### src/rtl/and_mxu_seq_pkg.sv
// Shared types and sizing helpers for the sequenced AND-product systolic MXU.
// Imported by the interface, the PE and the top level.
package mxu_pkg;

  typedef enum logic [1:0] {
    IDLE = 2'd0,
    RUN  = 2'd1,
    DONE = 2'd2
  } state_t;

  // Room for a full 2*width product summed dim times, plus sign and wrap headroom.
  function automatic int acc_width(input int width, input int dim);
    return 2 * width + $clog2(dim) + 2;
  endfunction

  // Cycles needed for the last operand pair to reach the far corner PE.
  function automatic int run_cycles(input int dim);
    return 3 * dim - 2;
  endfunction

endpackage

### src/rtl/and_mxu_seq_if.sv
// Job request / result bundle between the operand buffers, the MXU and writeback.
// The requester uses the master view, the MXU the slave view.
interface and_mxu_seq_if
  import mxu_pkg::*;
#(
  parameter int DIM       = 4,
  parameter int WIDTH     = 8,
  parameter int ACC_WIDTH = acc_width(WIDTH, DIM)
) ();

  logic                           start;
  logic                           signed_mode;
  logic                           acc_mode;
  logic [DIM*DIM*WIDTH-1:0]       in0;
  logic [DIM*DIM*WIDTH-1:0]       in1;
  logic [DIM*DIM*ACC_WIDTH-1:0]   out;
  logic                           busy;
  logic                           finished;

  modport master (
    output start,
    output signed_mode,
    output acc_mode,
    output in0,
    output in1,
    input  out,
    input  busy,
    input  finished
  );

  modport slave (
    input  start,
    input  signed_mode,
    input  acc_mode,
    input  in0,
    input  in1,
    output out,
    output busy,
    output finished
  );

endinterface

### src/rtl/and_mxu_seq_pe.sv
// Output-stationary processing element: forwards a east / b south and accumulates
// the product formed from AND partial products (signed or unsigned).
module mxu_pe #(
  parameter int WIDTH     = 8,
  parameter int ACC_WIDTH = 20
) (
  input  logic                 clk,
  input  logic                 reset,
  input  logic                 en,
  input  logic                 clr_acc,
  input  logic                 clr_fwd,
  input  logic                 signed_mode,
  input  logic [WIDTH-1:0]     a_in,
  input  logic [WIDTH-1:0]     b_in,
  output logic [WIDTH-1:0]     a_out,
  output logic [WIDTH-1:0]     b_out,
  output logic [ACC_WIDTH-1:0] acc
);

  localparam int PW = 2 * WIDTH;

  logic [PW-1:0]        a_ext;
  logic [PW-1:0]        pp [WIDTH];
  logic [PW-1:0]        prod;
  logic [ACC_WIDTH-1:0] prod_ext;
  logic [WIDTH-1:0]     a_reg;
  logic [WIDTH-1:0]     b_reg;
  logic [ACC_WIDTH-1:0] acc_reg;

  assign a_ext = signed_mode ? {{WIDTH{a_in[WIDTH-1]}}, a_in} : {{WIDTH{1'b0}}, a_in};

  genvar gi;
  for (gi = 0; gi < WIDTH; gi++) begin : g_pp
    assign pp[gi] = (a_ext & {PW{b_in[gi]}}) << gi;
  end

  // In signed mode the multiplier MSB carries weight -2^(WIDTH-1), so its row is subtracted.
  always_comb begin
    prod = '0;
    for (int i = 0; i < WIDTH; i++) begin
      if (signed_mode && (i == WIDTH - 1)) begin
        prod = prod - pp[i];
      end else begin
        prod = prod + pp[i];
      end
    end
  end

  assign prod_ext = {{(ACC_WIDTH-PW){signed_mode & prod[PW-1]}}, prod};

  always_ff @(posedge clk or posedge reset) begin
    if (reset) begin
      a_reg <= '0;
      b_reg <= '0;
    end else if (clr_fwd) begin
      a_reg <= '0;
      b_reg <= '0;
    end else if (en) begin
      a_reg <= a_in;
      b_reg <= b_in;
    end
  end

  always_ff @(posedge clk or posedge reset) begin
    if (reset) begin
      acc_reg <= '0;
    end else if (clr_acc) begin
      acc_reg <= '0;
    end else if (en) begin
      acc_reg <= acc_reg + prod_ext;
    end
  end

  assign a_out = a_reg;
  assign b_out = b_reg;
  assign acc   = acc_reg;

endmodule

### src/rtl/and_mxu_seq.sv
// DIM x DIM output-stationary systolic MXU with job controller, on-chip operand
// skewing, signed/unsigned products and optional accumulation across jobs.
module and_mxu_seq
  import mxu_pkg::*;
#(
  parameter int DIM       = 4,
  parameter int WIDTH     = 8,
  parameter int ACC_WIDTH = acc_width(WIDTH, DIM)
) (
  input  logic          clk,
  input  logic          reset,
  and_mxu_seq_if.slave  bus
);

  localparam int              CNT_W    = $clog2(run_cycles(DIM));
  localparam logic [CNT_W-1:0] CNT_LAST = CNT_W'(run_cycles(DIM) - 1);

  state_t               state_reg;
  state_t               state_next;
  logic [CNT_W-1:0]     cnt_reg;
  logic [CNT_W-1:0]     cnt_next;
  logic                 accept;
  logic                 run_en;
  logic                 clr_acc;
  logic                 signed_reg;

  logic [WIDTH-1:0]     a_op  [DIM][DIM];
  logic [WIDTH-1:0]     b_op  [DIM][DIM];
  logic [WIDTH-1:0]     west  [DIM];
  logic [WIDTH-1:0]     north [DIM];

  logic [WIDTH-1:0]     a_fwd [DIM][DIM-1];
  logic [WIDTH-1:0]     b_fwd [DIM-1][DIM];
  logic [WIDTH-1:0]     a_drain_unused [DIM];
  logic [WIDTH-1:0]     b_drain_unused [DIM];
  logic [ACC_WIDTH-1:0] acc_q [DIM][DIM];

  always_ff @(posedge clk or posedge reset) begin
    if (reset) begin
      state_reg <= IDLE;
      cnt_reg   <= '0;
    end else begin
      state_reg <= state_next;
      cnt_reg   <= cnt_next;
    end
  end

  always_comb begin
    state_next = state_reg;
    cnt_next   = cnt_reg;
    accept     = 1'b0;
    run_en     = 1'b0;
    case (state_reg)
      IDLE: begin
        if (bus.start) begin
          accept     = 1'b1;
          state_next = RUN;
          cnt_next   = '0;
        end
      end
      RUN: begin
        run_en   = 1'b1;
        cnt_next = cnt_reg + CNT_W'(1);
        if (cnt_reg == CNT_LAST) begin
          state_next = DONE;
        end
      end
      DONE: begin
        state_next = IDLE;
      end
      default: begin
        state_next = IDLE;
      end
    endcase
  end

  assign bus.busy     = (state_reg != IDLE);
  assign bus.finished = (state_reg == DONE);
  assign clr_acc      = accept & ~bus.acc_mode;

  // Operands are snapshotted on accept so the buffers upstream may change during RUN.
  always_ff @(posedge clk or posedge reset) begin
    if (reset) begin
      signed_reg <= 1'b0;
      for (int r = 0; r < DIM; r++) begin
        for (int c = 0; c < DIM; c++) begin
          a_op[r][c] <= '0;
          b_op[r][c] <= '0;
        end
      end
    end else if (accept) begin
      signed_reg <= bus.signed_mode;
      for (int r = 0; r < DIM; r++) begin
        for (int c = 0; c < DIM; c++) begin
          a_op[r][c] <= bus.in0[(r*DIM+c)*WIDTH +: WIDTH];
          b_op[r][c] <= bus.in1[(r*DIM+c)*WIDTH +: WIDTH];
        end
      end
    end
  end

  // Skew: row i is delayed by i cycles and column j by j cycles, zero outside the window.
  always_comb begin
    for (int r = 0; r < DIM; r++) begin
      west[r]  = '0;
      north[r] = '0;
    end
    for (int i = 0; i < DIM; i++) begin
      for (int k = 0; k < DIM; k++) begin
        if (int'(cnt_reg) == i + k) begin
          west[i]  = a_op[i][k];
          north[i] = b_op[k][i];
        end
      end
    end
  end

  genvar gi, gj;
  for (gi = 0; gi < DIM; gi++) begin : g_row
    for (gj = 0; gj < DIM; gj++) begin : g_col
      logic [WIDTH-1:0] a_src;
      logic [WIDTH-1:0] b_src;
      logic [WIDTH-1:0] a_dst;
      logic [WIDTH-1:0] b_dst;

      if (gj == 0) begin : g_a_edge
        assign a_src = west[gi];
      end else begin : g_a_link
        assign a_src = a_fwd[gi][gj-1];
      end

      if (gi == 0) begin : g_b_edge
        assign b_src = north[gj];
      end else begin : g_b_link
        assign b_src = b_fwd[gi-1][gj];
      end

      if (gj == DIM - 1) begin : g_a_drain
        assign a_drain_unused[gi] = a_dst;
      end else begin : g_a_pass
        assign a_fwd[gi][gj] = a_dst;
      end

      if (gi == DIM - 1) begin : g_b_drain
        assign b_drain_unused[gj] = b_dst;
      end else begin : g_b_pass
        assign b_fwd[gi][gj] = b_dst;
      end

      mxu_pe #(
        .WIDTH     (WIDTH),
        .ACC_WIDTH (ACC_WIDTH)
      ) u_pe (
        .clk         (clk),
        .reset       (reset),
        .en          (run_en),
        .clr_acc     (clr_acc),
        .clr_fwd     (accept),
        .signed_mode (signed_reg),
        .a_in        (a_src),
        .b_in        (b_src),
        .a_out       (a_dst),
        .b_out       (b_dst),
        .acc         (acc_q[gi][gj])
      );

      assign bus.out[(gi*DIM+gj)*ACC_WIDTH +: ACC_WIDTH] = acc_q[gi][gj];
    end
  end

endmodule

### src/flat_wrapper.sv
// flat-port wrapper written by rule: the top's interface ports become plain ports
module and_mxu_seq_flat import mxu_pkg::*;
#(
  parameter int DIM       = 4,
  parameter int WIDTH     = 8,
  parameter int ACC_WIDTH = acc_width(WIDTH, DIM)
)
  (clk, reset, bus_start, bus_signed_mode, bus_acc_mode, bus_in0, bus_in1, bus_out, bus_busy, bus_finished);
  and_mxu_seq_if #(.DIM(DIM), .WIDTH(WIDTH), .ACC_WIDTH(ACC_WIDTH)) bus_i ();
  input  logic clk;
  input  logic reset;
  input wire logic [$bits(bus_i.start)-1:0] bus_start;
  input wire logic [$bits(bus_i.signed_mode)-1:0] bus_signed_mode;
  input wire logic [$bits(bus_i.acc_mode)-1:0] bus_acc_mode;
  input wire logic [$bits(bus_i.in0)-1:0] bus_in0;
  input wire logic [$bits(bus_i.in1)-1:0] bus_in1;
  output wire logic [$bits(bus_i.out)-1:0] bus_out;
  output wire logic [$bits(bus_i.busy)-1:0] bus_busy;
  output wire logic [$bits(bus_i.finished)-1:0] bus_finished;
  assign bus_i.start = bus_start;
  assign bus_i.signed_mode = bus_signed_mode;
  assign bus_i.acc_mode = bus_acc_mode;
  assign bus_i.in0 = bus_in0;
  assign bus_i.in1 = bus_in1;
  assign bus_out = bus_i.out;
  assign bus_busy = bus_i.busy;
  assign bus_finished = bus_i.finished;
  and_mxu_seq #(.DIM(DIM), .WIDTH(WIDTH), .ACC_WIDTH(ACC_WIDTH)) u_core (.clk(clk), .reset(reset), .bus(bus_i));
endmodule
### config.mk
export PLATFORM = sky130hd
export DESIGN_NAME = and_mxu_seq_flat
export DESIGN_NICKNAME = d
export VERILOG_FILES = /design/src/rtl/and_mxu_seq_pkg.sv /design/src/rtl/and_mxu_seq_if.sv /design/src/rtl/and_mxu_seq_pe.sv /design/src/rtl/and_mxu_seq.sv /design/src/flat_wrapper.sv
export SDC_FILE = /design/constraint.sdc
export NUM_CORES = 2
export LEC_CHECK = 0
export CAP_MARGIN = 20
export CORE_MARGIN = 10
export CORE_UTILIZATION = 40
export DETAILED_ROUTE_END_ITERATION = 6
export PLACE_DENSITY_LB_ADDON = 0.12
export REMOVE_ABC_BUFFERS = 1
export SETUP_SLACK_MARGIN = 0.2
export SLEW_MARGIN = 20
export SYNTH_ARGS = -nofsm -noshare
export SYNTH_HDL_FRONTEND = slang
export SYNTH_SLANG_ARGS = --single-unit
### constraint.sdc
create_clock -name clk -period 30.4 [get_ports clk]
set_input_delay 6.08 -clock clk [delete_from_list [all_inputs] [get_ports clk]]
set_output_delay 6.08 -clock clk [all_outputs]
set_load 0.02 [all_outputs]
==> impl_metrics.json <==
{
  "status": "finished, final reports clean",
  "drt_pass1_iterations": 6,
  "hold_path.class": "reg2reg",
  "cts_tree": "built",
  "clockRootBuffer": "clkbuf_16",
  "synth_edf_count": 0,
  "io_pins": 583,
  "post_cts_buffers": 0,
  "fmax_ghz": 0.0926,
  "use_met3": 0.0334,
  "cts_sinks": 775,
  "ys_async_sr_fraction": 1.00,
  "grt_use_total": 0.223,
  "place.gp.congestion": 0.872,
  "antenna_found_initial": 7,
  "layout_common_cells": "2110 x nand2_1, 1041 x inv_1, 864 x fa_1, 774 x dfrtp_1, 713 x ha_1",
  "top_usage_layer": "met2",
  "dr.first_iter.drc_count": 4546,
  "finalCriticalPeriod_ns": 10.80,
  "gr-total-overflow": 0,
  "yosysWarnings": 0,
  "cts-resized-gates": 0,
  "ys_seq_elements": 775,
  "die_area_sq_um": 231000,
  "required_ns": 31.04,
  "final_common_cell": "nand2_1",
  "worstPathMaxFanout": 29,
  "post_drt_wl_per_cell_microns": 19.7,
  "core_area_sq_um": 212000,
  "drt-total-wl_mm": 261,
  "largest_register_ffs": 320,
  "grt_max_degree": 197,
  "syn_area_sq_um": 84900,
  "postCtsHoldBufs": 0,
  "cts_buffer_depth": 3,
  "crit_arrival_ns": 11.43,
  "grt_pass1_wl_mm": 414,
  "setup_tns_ns": 0,
  "endpoint_kind": "register",
  "slowest_delay_ns": 1.02,
  "synth_top_flop_cell": "dfrtp_1",
  "layout_worst_path_cycle_share": 0.355,
  "num_vias": 69900,
  "hpwl_mm": 197,
  "clkLatencyLatePin_ns": 0.79,
  "grt_use_met2": 0.377,
  "rr_worst_depth": 31,
  "num_rows": 169,
  "holdPathStages": 2,
  "finClkSkew_ns": 0.0421,
  "drcViolationCount": 0,
  "htree_levels": 3,
  "cts_buffers": 102,
  "slew_headroom": 0.241,
  "max_cap_violations": 0,
  "use_met1": 0.298,
  "maxSlewViolCount": 0,
  "synth.distinct_cells": 92,
  "port_buffers": 582,
  "seq_area_frac_synth": 0.228,
  "die_h_microns": 481,
  "start_kind": "register",
  "via_per_inst": 5.29,
  "cp_slowest_cell": "dfrtp_1",
  "path_clk_slew_ns": 0.06,
  "rsz0062_at_grt": "no",
  "synth_cells": 10000,
  "antenna_left": 0,
  "tightest_slew_ns": 1.14,
  "setup_viol": 0,
  "drive_above_1_share": 0.0297,
  "hold_viol_final": 0,
  "area_growth_pct": 13.8,
  "crit_type": "reg2reg",
  "cp_common_cell": "a21oi_1",
  "final_nets": 12100,
  "die_w_microns": 481,
  "grt_pass1_vias": 72000,
  "start_util": 0.401,
  "syn_area_per_cell_sq_um": 8.45
}
==> kinds of logic (layout without fill, tap and decap cells) <==
group                      Yosys count  count (layout)  share of synthesized area
xor gates and xnor gates           656             656                     0.0682
other                                0               1                          0
muxes                                3               3                   0.000383
buffers and inverters             1548            1892                     0.0687
and+or+nand+nor                   3647            3647                      0.193
adders and majority gates         1593            1593                      0.311
AOI/OAI and AO/OA                 1822            1822                      0.131
DFF                                775             775                      0.228
==> path summary, 6_finish.rpt <==
path / start / slack (ns) / end
worst max-delay path: u_core.cnt_reg[2] / 19.60 / u_core.g_row[0].g_col[3].u_pe.acc[19]
worst min-delay path: u_core.a_op[101] / 0.47 / u_core.a_op[101]
worst max register to register: u_core.cnt_reg[2] / 19.60 / u_core.g_row[0].g_col[3].u_pe.acc[19]
worst min register to register: u_core.a_op[101] / 0.47 / u_core.a_op[101]
max in group asynchronous: reset / 20.36 / u_core.g_row[3].g_col[3].u_pe.acc[13]
min in group asynchronous: reset / 5.81 / u_core.g_row[0].g_col[1].u_pe.acc[19]
==> final cells by class <==
type,count,area [sq um]
clock buffers,139,2820
multi-input cells,7721,59800
inverters,1047,3940
diodes,1,2.50
clock inverters,45,608
flip-flops and latches,775,19400
fillers,20700,115000
repair buffers,661,6480
well taps,2821,3530
==> critical path: cells and delay by family, from the launching register on <==
| kind | cells | cell delay, ns |
|---|---|---|
| fa+ha+maj | 7 | 2.94 |
| compound gates | 14 | 3.33 |
| simple gates | 8 | 2.97 |
| xor+xnor | 2 | 0.36 |
| flops | 1 | 1.02 |
==> cell usage after synthesis (18+ instances only) <==
cell      instances  area [sq um]
xor2_1          272          2380
a22o_1           39           342
clkbuf_1        456          1710
o211ai_1         18           135
or2_2            23           144
buf_1            33           124
o21bai_1         74           556
nor2b_1         206          1290
a31oi_1          55           344
o21a_1           38           285
and3_1          108           676
nor3_1           98           490
dfrtp_1         775         19400
nor2_1          389          1460
nand4_1          19           119
nand2_1        2111          7920
fa_1            864         17300
o22ai_1          23           144
nand3_1         174           871
nand2b_1        101           632
a211oi_1         30           225
or3_1            33           206
xnor2_1         381          3340
nand3b_1         26           195
o21ai_1          30           150
a22oi_1          26           195
o21ai_0         673          3370
ha_1            716          8960
a21oi_1         425          2130
a21boi_0         31           233
inv_1          1043          3920
and2_1          303          1900
o31ai_1          55           413
a21o_1          150          1130
==> routing by layer <==
metal / vias to the layer above / wire [microns]
li1: 33100 / -
met1: 34800 / 116000
met2: 1681 / 124000
met3: 280 / 13900
met4: 12 / 7350
met5: - / 74
==> through the flow <==
step	hold slack [ns]	worst slack, ns	area, sq um	cells	utilization
3_3_place_gp	0.451	19.40	93100	13000	0.440
6_report	0.466	19.60	96600	13200	0.456
2_1_floorplan	0.437	2.56	83000	9543	-
4_1_cts	0.470	19.54	96500	13200	0.456
5_1_grt	0.485	18.82	96600	13200	0.456
3_5_place_dp	0.455	19.34	93100	13000	0.440
Power is left out: the tool's default activity adds up to more than one toggle a clock period on the data nets, which glitch-free logic cannot reach.
